[config.mk]
export PLATFORM = sky130hd
export DESIGN_NAME = alu_arbiter_flat
export DESIGN_NICKNAME = d
export VERILOG_FILES = /design/src/rtl/alu_pkg.sv /design/src/rtl/alu_arbiter_if.sv /design/src/rtl/alu_arbiter_alu.sv /design/src/rtl/alu_arbiter_rr_arb2.sv /design/src/rtl/alu_arbiter.sv /design/src/flat_wrapper.sv
export SDC_FILE = /design/constraint.sdc
export NUM_CORES = 1
export LEC_CHECK = 0
export ABC_AREA = 1
export CORE_MARGIN = 10
export CORE_UTILIZATION = 58
export DETAILED_ROUTE_END_ITERATION = 8
export PLACE_DENSITY = 0.84
export RECOVER_POWER = 50
export SLEW_MARGIN = 20
export SYNTH_ARGS = -nofsm -noshare
export SYNTH_HDL_FRONTEND = slang
export SYNTH_SLANG_ARGS = --single-unit
[constraint.sdc]
create_clock -name clk -period 4.7 [get_ports clk]
set_input_delay 0.47 -clock clk [delete_from_list [all_inputs] [get_ports clk]]
set_output_delay 0.47 -clock clk [all_outputs]
set_load 0.02 [all_outputs]
[src/rtl/alu_pkg.sv]
// rtl/alu_pkg.sv - shared opcodes, FSM encoding and flag helpers for the ALU arbiter
package alu_pkg;

  localparam int ID_W = 1;

  localparam logic [2:0] OP_ADDU = 3'b000;
  localparam logic [2:0] OP_ADDS = 3'b001;
  localparam logic [2:0] OP_SUBU = 3'b010;
  localparam logic [2:0] OP_SUBS = 3'b011;
  localparam logic [2:0] OP_AND  = 3'b100;
  localparam logic [2:0] OP_OR   = 3'b101;
  localparam logic [2:0] OP_XOR  = 3'b110;
  localparam logic [2:0] OP_SRL  = 3'b111;

  typedef enum logic [1:0] {
    IDLE = 2'd0,
    EXEC = 2'd1,
    RESP = 2'd2
  } arb_state_e;

  typedef struct packed {
    logic carry;
    logic overflow;
    logic zero;
  } alu_flags_t;

  // Two's-complement overflow from operand/result sign bits; subtraction flips the B-sign test.
  function automatic logic signed_ovf(input logic sign_a, input logic sign_b,
                                      input logic sign_r, input logic is_sub);
    if (is_sub) return (sign_a != sign_b) && (sign_r != sign_a);
    return (sign_a == sign_b) && (sign_r != sign_a);
  endfunction

endpackage

[src/rtl/alu_arbiter_if.sv]
// rtl/alu_arbiter_if.sv - request/response bundle between issue logic and the ALU arbiter
interface alu_arbiter_if
  import alu_pkg::*;
#(
  parameter int NUMBITS = 16,
  parameter int CNTBITS = 16
);
  logic               req0_valid;
  logic               req0_ready;
  logic [2:0]         req0_opcode;
  logic [NUMBITS-1:0] req0_a;
  logic [NUMBITS-1:0] req0_b;

  logic               req1_valid;
  logic               req1_ready;
  logic [2:0]         req1_opcode;
  logic [NUMBITS-1:0] req1_a;
  logic [NUMBITS-1:0] req1_b;

  logic               rsp_valid;
  logic               rsp_ready;
  logic [ID_W-1:0]    rsp_id;
  logic [NUMBITS-1:0] rsp_result;
  logic               rsp_carryout;
  logic               rsp_overflow;
  logic               rsp_zero;

  logic               busy;
  logic [CNTBITS-1:0] grant_count0;
  logic [CNTBITS-1:0] grant_count1;

  modport master (
    output req0_valid, req0_opcode, req0_a, req0_b,
    output req1_valid, req1_opcode, req1_a, req1_b,
    output rsp_ready,
    input  req0_ready, req1_ready,
    input  rsp_valid, rsp_id, rsp_result, rsp_carryout, rsp_overflow, rsp_zero,
    input  busy, grant_count0, grant_count1
  );

  modport slave (
    input  req0_valid, req0_opcode, req0_a, req0_b,
    input  req1_valid, req1_opcode, req1_a, req1_b,
    input  rsp_ready,
    output req0_ready, req1_ready,
    output rsp_valid, rsp_id, rsp_result, rsp_carryout, rsp_overflow, rsp_zero,
    output busy, grant_count0, grant_count1
  );

endinterface

[src/rtl/alu_arbiter_alu.sv]
// rtl/alu_arbiter_alu.sv - shared ALU datapath: operand registers feeding a combinational ALU
module alu_datapath
  import alu_pkg::*;
#(
  parameter int NUMBITS = 16
) (
  input  logic               clk,
  input  logic               rst_n,
  input  logic               load_i,
  input  logic [2:0]         opcode_i,
  input  logic [NUMBITS-1:0] a_i,
  input  logic [NUMBITS-1:0] b_i,
  output logic [NUMBITS-1:0] result_o,
  output alu_flags_t         flags_o
);

  logic [2:0]         op_q;
  logic [NUMBITS-1:0] a_q;
  logic [NUMBITS-1:0] b_q;
  logic [NUMBITS:0]   sum_w;
  logic [NUMBITS:0]   diff_w;
  logic [NUMBITS-1:0] res_w;

  always_ff @(posedge clk or negedge rst_n) begin
    if (!rst_n) begin
      op_q <= OP_ADDU;
      a_q  <= '0;
      b_q  <= '0;
    end else if (load_i) begin
      op_q <= opcode_i;
      a_q  <= a_i;
      b_q  <= b_i;
    end
  end

  // The extra top bit of sum/diff is the unsigned carry or borrow.
  always_comb begin
    sum_w            = {1'b0, a_q} + {1'b0, b_q};
    diff_w           = {1'b0, a_q} - {1'b0, b_q};
    res_w            = '0;
    flags_o.carry    = 1'b0;
    flags_o.overflow = 1'b0;
    case (op_q)
      OP_ADDU: begin
        res_w         = sum_w[NUMBITS-1:0];
        flags_o.carry = sum_w[NUMBITS];
      end
      OP_ADDS: begin
        res_w            = sum_w[NUMBITS-1:0];
        flags_o.overflow = signed_ovf(a_q[NUMBITS-1], b_q[NUMBITS-1], sum_w[NUMBITS-1], 1'b0);
      end
      OP_SUBU: begin
        res_w         = diff_w[NUMBITS-1:0];
        flags_o.carry = diff_w[NUMBITS];
      end
      OP_SUBS: begin
        res_w            = diff_w[NUMBITS-1:0];
        flags_o.overflow = signed_ovf(a_q[NUMBITS-1], b_q[NUMBITS-1], diff_w[NUMBITS-1], 1'b1);
      end
      OP_AND:  res_w = a_q & b_q;
      OP_OR:   res_w = a_q | b_q;
      OP_XOR:  res_w = a_q ^ b_q;
      OP_SRL:  res_w = {1'b0, a_q[NUMBITS-1:1]};
      default: res_w = '0;
    endcase
    flags_o.zero = ~|res_w;
    result_o     = res_w;
  end

endmodule

[src/rtl/alu_arbiter_rr_arb2.sv]
// rtl/alu_arbiter_rr_arb2.sv - two-way round-robin grant with a last-winner register
module rr_arb2 (
  input  logic       clk,
  input  logic       rst_n,
  input  logic       enable_i,
  input  logic [1:0] valid_i,
  output logic [1:0] grant_o
);

  logic last_q;
  logic last_d;

  // Grants only go to a valid requester, so any grant is also a handshake.
  always_comb begin
    grant_o = 2'b00;
    if (enable_i) begin
      unique case (valid_i)
        2'b01:   grant_o = 2'b01;
        2'b10:   grant_o = 2'b10;
        2'b11:   grant_o = last_q ? 2'b01 : 2'b10;
        default: grant_o = 2'b00;
      endcase
    end
  end

  always_comb begin
    last_d = last_q;
    if (|grant_o) last_d = grant_o[1];
  end

  // Reset to 1 so requester 0 wins the first contention.
  always_ff @(posedge clk or negedge rst_n) begin
    if (!rst_n) last_q <= 1'b1;
    else        last_q <= last_d;
  end

endmodule

[src/rtl/alu_arbiter.sv]
// rtl/alu_arbiter.sv - round-robin sharing of one ALU between two requesters with a tagged response
module alu_arbiter
  import alu_pkg::*;
#(
  parameter int NUMBITS = 16,
  parameter int CNTBITS = 16
) (
  input  logic          clk,
  input  logic          reset,
  alu_arbiter_if.slave  bus
);

  arb_state_e         state_q;
  logic               busy_q;
  logic [ID_W-1:0]    id_q;
  logic               rsp_valid_q;
  logic [ID_W-1:0]    rsp_id_q;
  logic [NUMBITS-1:0] rsp_result_q;
  alu_flags_t         rsp_flags_q;
  logic [CNTBITS-1:0] cnt0_q;
  logic [CNTBITS-1:0] cnt1_q;

  logic [1:0]         valid_w;
  logic [1:0]         grant_w;
  logic               accept_w;
  logic [2:0]         op_sel_w;
  logic [NUMBITS-1:0] a_sel_w;
  logic [NUMBITS-1:0] b_sel_w;
  logic [NUMBITS-1:0] alu_result_w;
  alu_flags_t         alu_flags_w;

  assign valid_w = {bus.req1_valid, bus.req0_valid};

  rr_arb2 u_arb (
    .clk      (clk),
    .rst_n    (reset),
    .enable_i (state_q == IDLE),
    .valid_i  (valid_w),
    .grant_o  (grant_w)
  );

  assign bus.req0_ready = grant_w[0];
  assign bus.req1_ready = grant_w[1];
  assign accept_w       = |grant_w;

  assign op_sel_w = grant_w[1] ? bus.req1_opcode : bus.req0_opcode;
  assign a_sel_w  = grant_w[1] ? bus.req1_a      : bus.req0_a;
  assign b_sel_w  = grant_w[1] ? bus.req1_b      : bus.req0_b;

  // The ALU's own reset is held inactive; a dropped command simply leaves stale operands behind.
  alu_datapath #(.NUMBITS(NUMBITS)) u_alu (
    .clk      (clk),
    .rst_n    (1'b1),
    .load_i   (accept_w),
    .opcode_i (op_sel_w),
    .a_i      (a_sel_w),
    .b_i      (b_sel_w),
    .result_o (alu_result_w),
    .flags_o  (alu_flags_w)
  );

  always_ff @(posedge clk or negedge reset) begin
    if (!reset) begin
      state_q      <= IDLE;
      busy_q       <= 1'b0;
      id_q         <= '0;
      rsp_valid_q  <= 1'b0;
      rsp_id_q     <= '0;
      rsp_result_q <= '0;
      rsp_flags_q  <= '0;
      cnt0_q       <= '0;
      cnt1_q       <= '0;
    end else begin
      case (state_q)
        IDLE: begin
          if (accept_w) begin
            state_q <= EXEC;
            busy_q  <= 1'b1;
            id_q    <= grant_w[1];
            if (grant_w[0] && !(&cnt0_q)) cnt0_q <= cnt0_q + CNTBITS'(1);
            if (grant_w[1] && !(&cnt1_q)) cnt1_q <= cnt1_q + CNTBITS'(1);
          end
        end
        EXEC: begin
          state_q      <= RESP;
          rsp_valid_q  <= 1'b1;
          rsp_id_q     <= id_q;
          rsp_result_q <= alu_result_w;
          rsp_flags_q  <= alu_flags_w;
        end
        RESP: begin
          if (bus.rsp_ready) begin
            state_q     <= IDLE;
            busy_q      <= 1'b0;
            rsp_valid_q <= 1'b0;
          end
        end
        default: begin
          state_q <= IDLE;
          busy_q  <= 1'b0;
        end
      endcase
    end
  end

  assign bus.rsp_valid    = rsp_valid_q;
  assign bus.rsp_id       = rsp_id_q;
  assign bus.rsp_result   = rsp_result_q;
  assign bus.rsp_carryout = rsp_flags_q.carry;
  assign bus.rsp_overflow = rsp_flags_q.overflow;
  assign bus.rsp_zero     = rsp_flags_q.zero;
  assign bus.busy         = busy_q;
  assign bus.grant_count0 = cnt0_q;
  assign bus.grant_count1 = cnt1_q;

endmodule

[src/flat_wrapper.sv]
// flat-port wrapper written by rule: the top's interface ports become plain ports
module alu_arbiter_flat import alu_pkg::*;
#(
  parameter int NUMBITS = 16,
  parameter int CNTBITS = 16
)
  (clk, reset, bus_req0_valid, bus_req0_opcode, bus_req0_a, bus_req0_b, bus_req1_valid, bus_req1_opcode, bus_req1_a, bus_req1_b, bus_rsp_ready, bus_req0_ready, bus_req1_ready, bus_rsp_valid, bus_rsp_id, bus_rsp_result, bus_rsp_carryout, bus_rsp_overflow, bus_rsp_zero, bus_busy, bus_grant_count0, bus_grant_count1);
  alu_arbiter_if #(.NUMBITS(NUMBITS), .CNTBITS(CNTBITS)) bus_i ();
  input  logic clk;
  input  logic reset;
  input wire logic [$bits(bus_i.req0_valid)-1:0] bus_req0_valid;
  input wire logic [$bits(bus_i.req0_opcode)-1:0] bus_req0_opcode;
  input wire logic [$bits(bus_i.req0_a)-1:0] bus_req0_a;
  input wire logic [$bits(bus_i.req0_b)-1:0] bus_req0_b;
  input wire logic [$bits(bus_i.req1_valid)-1:0] bus_req1_valid;
  input wire logic [$bits(bus_i.req1_opcode)-1:0] bus_req1_opcode;
  input wire logic [$bits(bus_i.req1_a)-1:0] bus_req1_a;
  input wire logic [$bits(bus_i.req1_b)-1:0] bus_req1_b;
  input wire logic [$bits(bus_i.rsp_ready)-1:0] bus_rsp_ready;
  output wire logic [$bits(bus_i.req0_ready)-1:0] bus_req0_ready;
  output wire logic [$bits(bus_i.req1_ready)-1:0] bus_req1_ready;
  output wire logic [$bits(bus_i.rsp_valid)-1:0] bus_rsp_valid;
  output wire logic [$bits(bus_i.rsp_id)-1:0] bus_rsp_id;
  output wire logic [$bits(bus_i.rsp_result)-1:0] bus_rsp_result;
  output wire logic [$bits(bus_i.rsp_carryout)-1:0] bus_rsp_carryout;
  output wire logic [$bits(bus_i.rsp_overflow)-1:0] bus_rsp_overflow;
  output wire logic [$bits(bus_i.rsp_zero)-1:0] bus_rsp_zero;
  output wire logic [$bits(bus_i.busy)-1:0] bus_busy;
  output wire logic [$bits(bus_i.grant_count0)-1:0] bus_grant_count0;
  output wire logic [$bits(bus_i.grant_count1)-1:0] bus_grant_count1;
  assign bus_i.req0_valid = bus_req0_valid;
  assign bus_i.req0_opcode = bus_req0_opcode;
  assign bus_i.req0_a = bus_req0_a;
  assign bus_i.req0_b = bus_req0_b;
  assign bus_i.req1_valid = bus_req1_valid;
  assign bus_i.req1_opcode = bus_req1_opcode;
  assign bus_i.req1_a = bus_req1_a;
  assign bus_i.req1_b = bus_req1_b;
  assign bus_i.rsp_ready = bus_rsp_ready;
  assign bus_req0_ready = bus_i.req0_ready;
  assign bus_req1_ready = bus_i.req1_ready;
  assign bus_rsp_valid = bus_i.rsp_valid;
  assign bus_rsp_id = bus_i.rsp_id;
  assign bus_rsp_result = bus_i.rsp_result;
  assign bus_rsp_carryout = bus_i.rsp_carryout;
  assign bus_rsp_overflow = bus_i.rsp_overflow;
  assign bus_rsp_zero = bus_i.rsp_zero;
  assign bus_busy = bus_i.busy;
  assign bus_grant_count0 = bus_i.grant_count0;
  assign bus_grant_count1 = bus_i.grant_count1;
  alu_arbiter #(.NUMBITS(NUMBITS), .CNTBITS(CNTBITS)) u_core (.clk(clk), .reset(reset), .bus(bus_i));
endmodule
==> results.py, run 1 <==
metrics = {
    "status": {
        "status": "complete, but fails checks",
        "violations": "max-capacitance violations, max-slew violations",
    },
    "clock_network": {
        "cts.sink_count": 93,
        "cts_repair_resize_count": 0,
        "cts_buffer_depth": 2,
        "cts.reportedPaths.clkPinSlew_ps": 60,
        "post_cts_hold_buffer_count": 0,
        "cts_inserted_buffers": 9,
        "post-cts-setup-buffer-count": 0,
        "root_buffer_cell": "sky130_fd_sc_hd__clkbuf_16",
        "clk-insertion-delay-late_ps": 350,
        "cts_tree": "yes",
        "cts-htree-levels": 3,
    },
    "logic_synthesis": {
        "syn_inst": 989,
        "syn_nets": 1117,
        "netlist.top_cell.by_area": "sky130_fd_sc_hd__dfrtp_1",
        "async_reset_ff_share_pct": 62.37,
        "synthesis.area_per_instance_um2": 7.037,
        "yosys.area.top_type_share_pct": 20.50,
        "synth_area_leaders": "sky130_fd_sc_hd__dfrtp_1, sky130_fd_sc_hd__nand2_1, sky130_fd_sc_hd__edfxtp_1, sky130_fd_sc_hd__ha_1, sky130_fd_sc_hd__inv_1",
        "synth_enable_flop_cells": 35,
        "post_synth_instance_area_mm2": 0.006959,
        "commonest_register_cell_after_synthesis": "sky130_fd_sc_hd__dfrtp_1",
        "yosysSeqAreaShare_pct": 35.98,
        "postSynthRegisterBits": 93,
        "synth_warnings": 0,
        "yosysUniqueCellTypes": 36,
    },
    "timing": {
        "finClkSkew_ps": 8.571,
        "fin_tns_setup_ps": 0,
        "final.min_clock_period_ps": 2961,
        "finalHoldViolations": 0,
        "setup-violations-final": 0,
        "final_max_slew_viol_count": 97,
        "rsz0062_at_grt": "false",
        "final_min_period_over_clock_period_pct": 62.99,
        "clock.fmax_mhz": 337.8,
        "tightestPinTransition_ps": 3062,
        "remaining_max_slew_budget_at_the_tightest_pin_pct": -104.1,
    },
    "die": {
        "die_area_mm2": 0.01678,
        "coreArea_mm2": 0.01156,
        "initial_utilization_pct": 60.18,
        "pin_count": 131,
        "die-height_um": 129.5,
        "die_x_um": 129.5,
        "placement_rows": 39,
    },
    "global_routing": {
        "overflow": 0,
        "number_of_global_route_vias_before_repair": 6481,
        "grt_usage_pct": 23.77,
        "globalRoute.busiestLayer": "met2",
        "grtUsageMet2_pct": 38.86,
        "use_met3_pct": 6.077,
        "gr-usage-met1_pct": 30.70,
        "grt_start_max_net_pins": 59,
        "grt_pass1_wl_um": 32040,
        "grt_antenna_before_repair": 0,
    },
    "power": {
        "vdd_ir_drop_max_mv": 0.2650,
        "switching_share_pct": 50.79,
        "clockPowerShare_pct": 13.7,
        "power_density_mw_per_mm2": 636.8,
        "seq_power_share_pct": 25.9,
        "internal_power_mw": 2.679,
        "power_switching_mw": 2.765,
        "power_leakage_nw": 4.402,
        "power_share_of_the_combinational_group_pct": 60.4,
    },
    "final_layout": {
        "finalNetCount": 1228,
        "fillCellCount": 964,
        "finalCoreUtilization_pct": 73.92,
        "finish.cell_count_without_fillers": 1248,
        "area_delta_synth_final_pct": 22.83,
        "diodes": 0,
        "layout-drive-gt1-share_pct": 2.443,
    },
    "setup_path": {
        "crit_buf_inv": 2,
        "cp.arrival_ps": 2740,
        "timing.critical_path.required_ps": 4480,
        "crit_path_start_kind": "primary input",
        "worst_path_largest_cell_delay_ps": 2150,
        "critical-path-top-delay-family": "buffers and inverters",
        "timing.critical_path.fanout_max": 58,
        "ordered_cell_list_for_the_critical_path": "buf_2 > clkbuf_1",
        "timing_worst_setup_path_type": "in2async",
        "slowest_stage": "sky130_fd_sc_hd__clkbuf_1",
        "endpoint_kind": "asynchronous set/reset pin",
    },
    "placement": {
        "place_hpwl_um": 15650,
        "finalWeightedCongestion": 0.9708,
        "post-place-cells": 1232,
        "io_buffers": 130,
    },
    "route": {
        "via_count": 6742,
        "drt.antenna.violating_nets": 0,
        "finalWirelength_um": 19920,
        "firstDrtPassIters": 6,
        "detail_route.iter0.violations": 570,
        "drc": 0,
        "average_vias_per_placed_instance": 5.402,
        "wire_per_inst_um": 15.96,
    },
    "run": {
        "cap_viol_max_count": 2,
    },
    "min_path": {
        "hold_path_class": "reg2reg",
    },
}
## registers in the layout, summed over array words and instances (netlist names)
name,flops
u_core.bus.rsp_id,1
u_core.bus.busy,1
u_core.bus.grant_count1,16
u_core.u_alu.b_q,16
u_core.bus.rsp_valid,1
u_core.id_q,1
u_core.u_alu.op_q,3
u_core.bus.rsp_zero,1
u_core.bus.rsp_carryout,1
u_core.u_arb.last_q,1
u_core.bus.rsp_overflow,1
u_core.bus.rsp_result,16
u_core.bus.grant_count0,16
u_core.state_q,2
u_core.u_alu.a_q,16
## metal layers
| layer | share of wire [%] | wire, um |
|---|---|---|
| met1 | 43 | 8564 |
| met2 | 46 | 9176 |
| met5 | 0 | 0 |
| met4 | 1.6 | 327 |
| met3 | 9.3 | 1856 |
## synthesized netlist by cell type, drive strengths merged (2+ instances only)
library cell    n
a211oi          2
inv           141
clkbuf         14
o21ai          26
xor2           20
fa              2
a21oi          21
nor2           94
edfxtp         35
buf            20
nand2         341
nand4          17
nand3b          2
nor3            5
dfrtp          57
o22ai          23
nor4            2
o21bai          4
nand3          92
xnor2          14
and2            2
ha             51
## final cells by class
class	count	area [um^2]	area share, %
repair buffers	134	1319	15.43
flip-flops and latches	93	2504	29.29
clock inverters	5	36.28	0.4245
clock buffers	11	264.0	3.088
multi-input cells	721	3717	43.49
inverters	141	529.3	6.191
well taps	143	178.9	2.093
## power by group through the flow
stage / combinational (mW) / sequential, mW / clock [mW]
after floorplan: 2.15 / 1.51 / 0
after global routing: 3.68 / 1.44 / 0.781
after detailed placement: 3.26 / 1.43 / 0
after CTS: 3.29 / 1.41 / 0.749
final: 3.29 / 1.41 / 0.747
after global placement: 3.22 / 1.41 / 0
## path summary, 6_finish.rpt
check / to / slack (ps) / cells after the start / from
max: u_core.bus.grant_count0[4]$_DFFE_PN0P_ / 1740 / 2 / reset
min: u_core.bus.rsp_result[10]$_DFFE_PN0P_ / 470 / 2 / u_core.bus.rsp_result[10]$_DFFE_PN0P_
max reg2reg: u_core.bus.grant_count0[15]$_DFFE_PN0P_ / 2020 / 10 / u_core.state_q[1]$_DFFE_PN0P_
min reg2reg: u_core.bus.rsp_result[10]$_DFFE_PN0P_ / 470 / 2 / u_core.bus.rsp_result[10]$_DFFE_PN0P_
max in group clk: bus_req0_ready / 1880 / 4 / bus_req0_valid
min in group asynchronous: u_core.bus.rsp_result[14]$_DFFE_PN0P_ / 1220 / 2 / reset
## placed cells by master (no fill, tap or decap), types with 23 or more instances in the layout
cell type and count:
sky130_fd_sc_hd__clkdlybuf4s50_1 89, sky130_fd_sc_hd__dfrtp_1 57, sky130_fd_sc_hd__dlygate4sd3_1 40, sky130_fd_sc_hd__edfxtp_1 35, sky130_fd_sc_hd__ha_1 51, sky130_fd_sc_hd__inv_1 141
sky130_fd_sc_hd__nand2_1 339, sky130_fd_sc_hd__nand3_1 91, sky130_fd_sc_hd__nor2_1 91, sky130_fd_sc_hd__o21ai_0 26, sky130_fd_sc_hd__o22ai_1 23
## worst min-delay path: stages, from the launching register on
cell                      delay [ps]
sky130_fd_sc_hd__dfrtp_1         340
sky130_fd_sc_hd__nand2_1          50
sky130_fd_sc_hd__nand2_1          50
## kinds of logic after synthesis
family                     share of synthesized area [%]
xor gates and xnor gates                           4.279
buffers and inverters                              9.978
DFF                                                35.98
adders and majority gates                          9.745
AOI/OAI and AO/OA                                  6.455
muxes                                             0.1618
and+or+nand+nor                                    33.41
## stage by stage
stage / setup slack (ps) / cell area [um^2] / power [mW] / hold WS [ps]
floorplan: 2494 / 6959 / 3.662 / 174.4
global placement: 1981 / 8299 / 4.630 / 462.0
detailed placement: 1978 / 8299 / 4.687 / 464.7
CTS: 1969 / 8600 / 5.450 / 298.1
global route: 1151 / 8548 / 5.907 / 504.2
finish: 1739 / 8548 / 5.444 / 470.8
Power figures use the tool's default switching activity.
==> inputs of run 2 (changes only) <==
- CORE_UTILIZATION: 58 -> 54
- PLACE_DENSITY: 0.84 -> 0.78
- clock period: 4.7 -> 2.98 ns (I/O delays scaled with it)
==> run 2 against run 1 <==
The flow still finishes with violations (max-capacitance violations, max-slew violations); register-to-register slack got worse by 1700 ps; critical path depth increased by 2; die area increased by 6.2%; hold slack lost 82 ps; sequential power up 58%; clock-buffer cell count unchanged; clock power up 53%; design area up 0.97%; total power increased by 59%; critical path type is now reg2out; largest power group unchanged.
==> results.py, run 2 (synthesis gave the netlist of run 1 again) <==
metrics = {
    "timing": {
        "remaining_max_slew_budget_at_the_tightest_pin_pct": -15.31,
        "finClkSkew_ps": 10.15,
        "worst_hold_slack_ps": 388.5,
        "clock.fmax_mhz": 375.1,
        "rsz0062_at_grt": "false",
        "final.min_clock_period_ps": 2666,
        "final_min_period_over_clock_period_pct": 89.45,
        "setup-violations-final": 0,
        "fin_tns_setup_ps": 0,
        "final_max_slew_viol_count": 73,
        "tightestPinTransition_ps": 1730,
        "final_critical_path_setup_slack_ps": 314.3,
        "finalHoldViolations": 0,
    },
    "clock_network": {
        "cts-htree-levels": 3,
        "clk-insertion-delay-late_ps": 360,
        "cts_repair_resize_count": 0,
        "post-cts-setup-buffer-count": 0,
        "cts_buffer_depth": 2,
        "root_buffer_cell": "sky130_fd_sc_hd__clkbuf_16",
        "cts.sink_count": 93,
        "post_cts_hold_buffer_count": 0,
        "cts_tree": "yes",
        "cts_inserted_buffers": 9,
        "cts.reportedPaths.clkPinSlew_ps": 70,
    },
    "route": {
        "drc": 0,
        "wire_per_inst_um": 15.84,
        "detail_route.iter0.violations": 654,
        "drt.antenna.violating_nets": 0,
        "average_vias_per_placed_instance": 5.268,
        "via_count": 6764,
        "finalWirelength_um": 20340,
        "firstDrtPassIters": 5,
    },
    "die": {
        "coreArea_mm2": 0.01262,
        "die-height_um": 133.5,
        "pin_count": 131,
        "placement_rows": 41,
        "initial_utilization_pct": 55.15,
        "die_area_mm2": 0.01783,
        "die_x_um": 133.5,
    },
    "placement": {
        "finalWeightedCongestion": 1.001,
        "placement_cell_area_mm2": 0.008388,
        "place_hpwl_um": 16160,
        "io_buffers": 130,
        "dpl_worst_slack_ps": 430.8,
        "post-place-cells": 1268,
    },
    "setup_path": {
        "timing.critical_path.fanout_max": 7,
        "timing.critical_path.required_ps": 2680,
        "cp.arrival_ps": 2370,
        "endpoint_kind": "output port",
        "timing_worst_setup_path_type": "reg2out",
        "crit_path_start_kind": "flop",
    },
    "status": {
        "status": "complete, but fails checks",
        "violations": "max-capacitance violations, max-slew violations",
    },
    "final_layout": {
        "finalNetCount": 1235,
        "diodes": 0,
        "area_delta_synth_final_pct": 24.02,
        "layout-drive-gt1-share_pct": 2.698,
        "finish.cell_count_without_fillers": 1284,
        "final_common_cell": "sky130_fd_sc_hd__nand2_1",
        "sequential_cell_area_mm2": 0.002504,
        "multiInputGateArea_mm2": 0.003730,
        "most-common-layout-cells": "sky130_fd_sc_hd__nand2_1, sky130_fd_sc_hd__inv_1, sky130_fd_sc_hd__nor2_1",
        "finish.instance_area_mm2": 0.008631,
        "fillCellCount": 1105,
    },
    "global_routing": {
        "overflow": 0,
        "grt_start_max_net_pins": 38,
        "grt_usage_pct": 22.38,
        "grt_antenna_before_repair": 0,
        "grt_pass1_wl_um": 32530,
        "number_of_global_route_vias_before_repair": 6433,
    },
    "power": {
        "power_leakage_nw": 4.437,
        "power_density_mw_per_mm2": 1003,
        "vdd_ir_drop_max_mv": 0.3494,
    },
    "min_path": {
        "hold_path_class": "in2async",
    },
    "run": {
        "cap_viol_max_count": 2,
    },
}
[run 2: worst paths after layout]
path	startpoint	end	slack, ps	cells after the start
max reg2reg	u_core.state_q[1]$_DFFE_PN0P_	u_core.bus.grant_count0[15]$_DFFE_PN0P_	330	10
max in group asynchronous	reset	u_core.bus.grant_count0[6]$_DFFE_PN0P_	920	2
min reg2reg	u_core.bus.rsp_result[13]$_DFFE_PN0P_	u_core.bus.rsp_result[13]$_DFFE_PN0P_	480	2
min	reset	u_core.bus.rsp_result[11]$_DFFE_PN0P_	390	1
max	u_core.state_q[1]$_DFFE_PN0P_	bus_req0_ready	310	4
min in group clk	u_core.bus.rsp_result[13]$_DFFE_PN0P_	u_core.bus.rsp_result[13]$_DFFE_PN0P_	480	2
[run 2: through the flow]
stage / utilization (%) / power (mW)
2_1_floorplan: - / 5.775
4_1_cts: 68.80 / 8.676
3_5_place_dp: 66.47 / 7.500
5_1_grt: 68.39 / 9.361
6_report: 68.39 / 8.654
3_3_place_gp: 66.47 / 7.464
[run 2: metal layers]
metal / track usage [%] / up-vias / wire (um)
met5: 0 / - / 0
met4: 7.739 / 0 / 397
met3: 5.414 / 33 / 1927
met2: 35.08 / 317 / 9109
met1: 29.47 / 3059 / 8908
li1: - / 3355 / -
[run 2: cell type report]
class / instances / area share [%]
multi-input cells: 721 / 43.22
flip-flops and latches: 93 / 29.01
repair buffers: 141 / 15.74
inverters: 141 / 6.132
clock buffers: 11 / 2.943
well taps: 172 / 2.493
clock inverters: 5 / 0.4639
[run 2: power by group]
group | total, mW | leakage [nW] | switching, mW | internal (mW)
combinational | 5.28 | 3.22 | 3.53 | 1.75
clock | 1.14 | 0.147 | 0.516 | 0.626
sequential | 2.23 | 1.07 | 0.375 | 1.85
total | 8.65 | 4.44 | 4.43 | 4.23
[run 2: critical path, stage by stage (launching register included)]
cell	delay, ps
sky130_fd_sc_hd__dfrtp_1	410
sky130_fd_sc_hd__nor2_1	250
sky130_fd_sc_hd__nand2_2	70
sky130_fd_sc_hd__a21oi_1	550
sky130_fd_sc_hd__clkdlybuf4s50_1	740
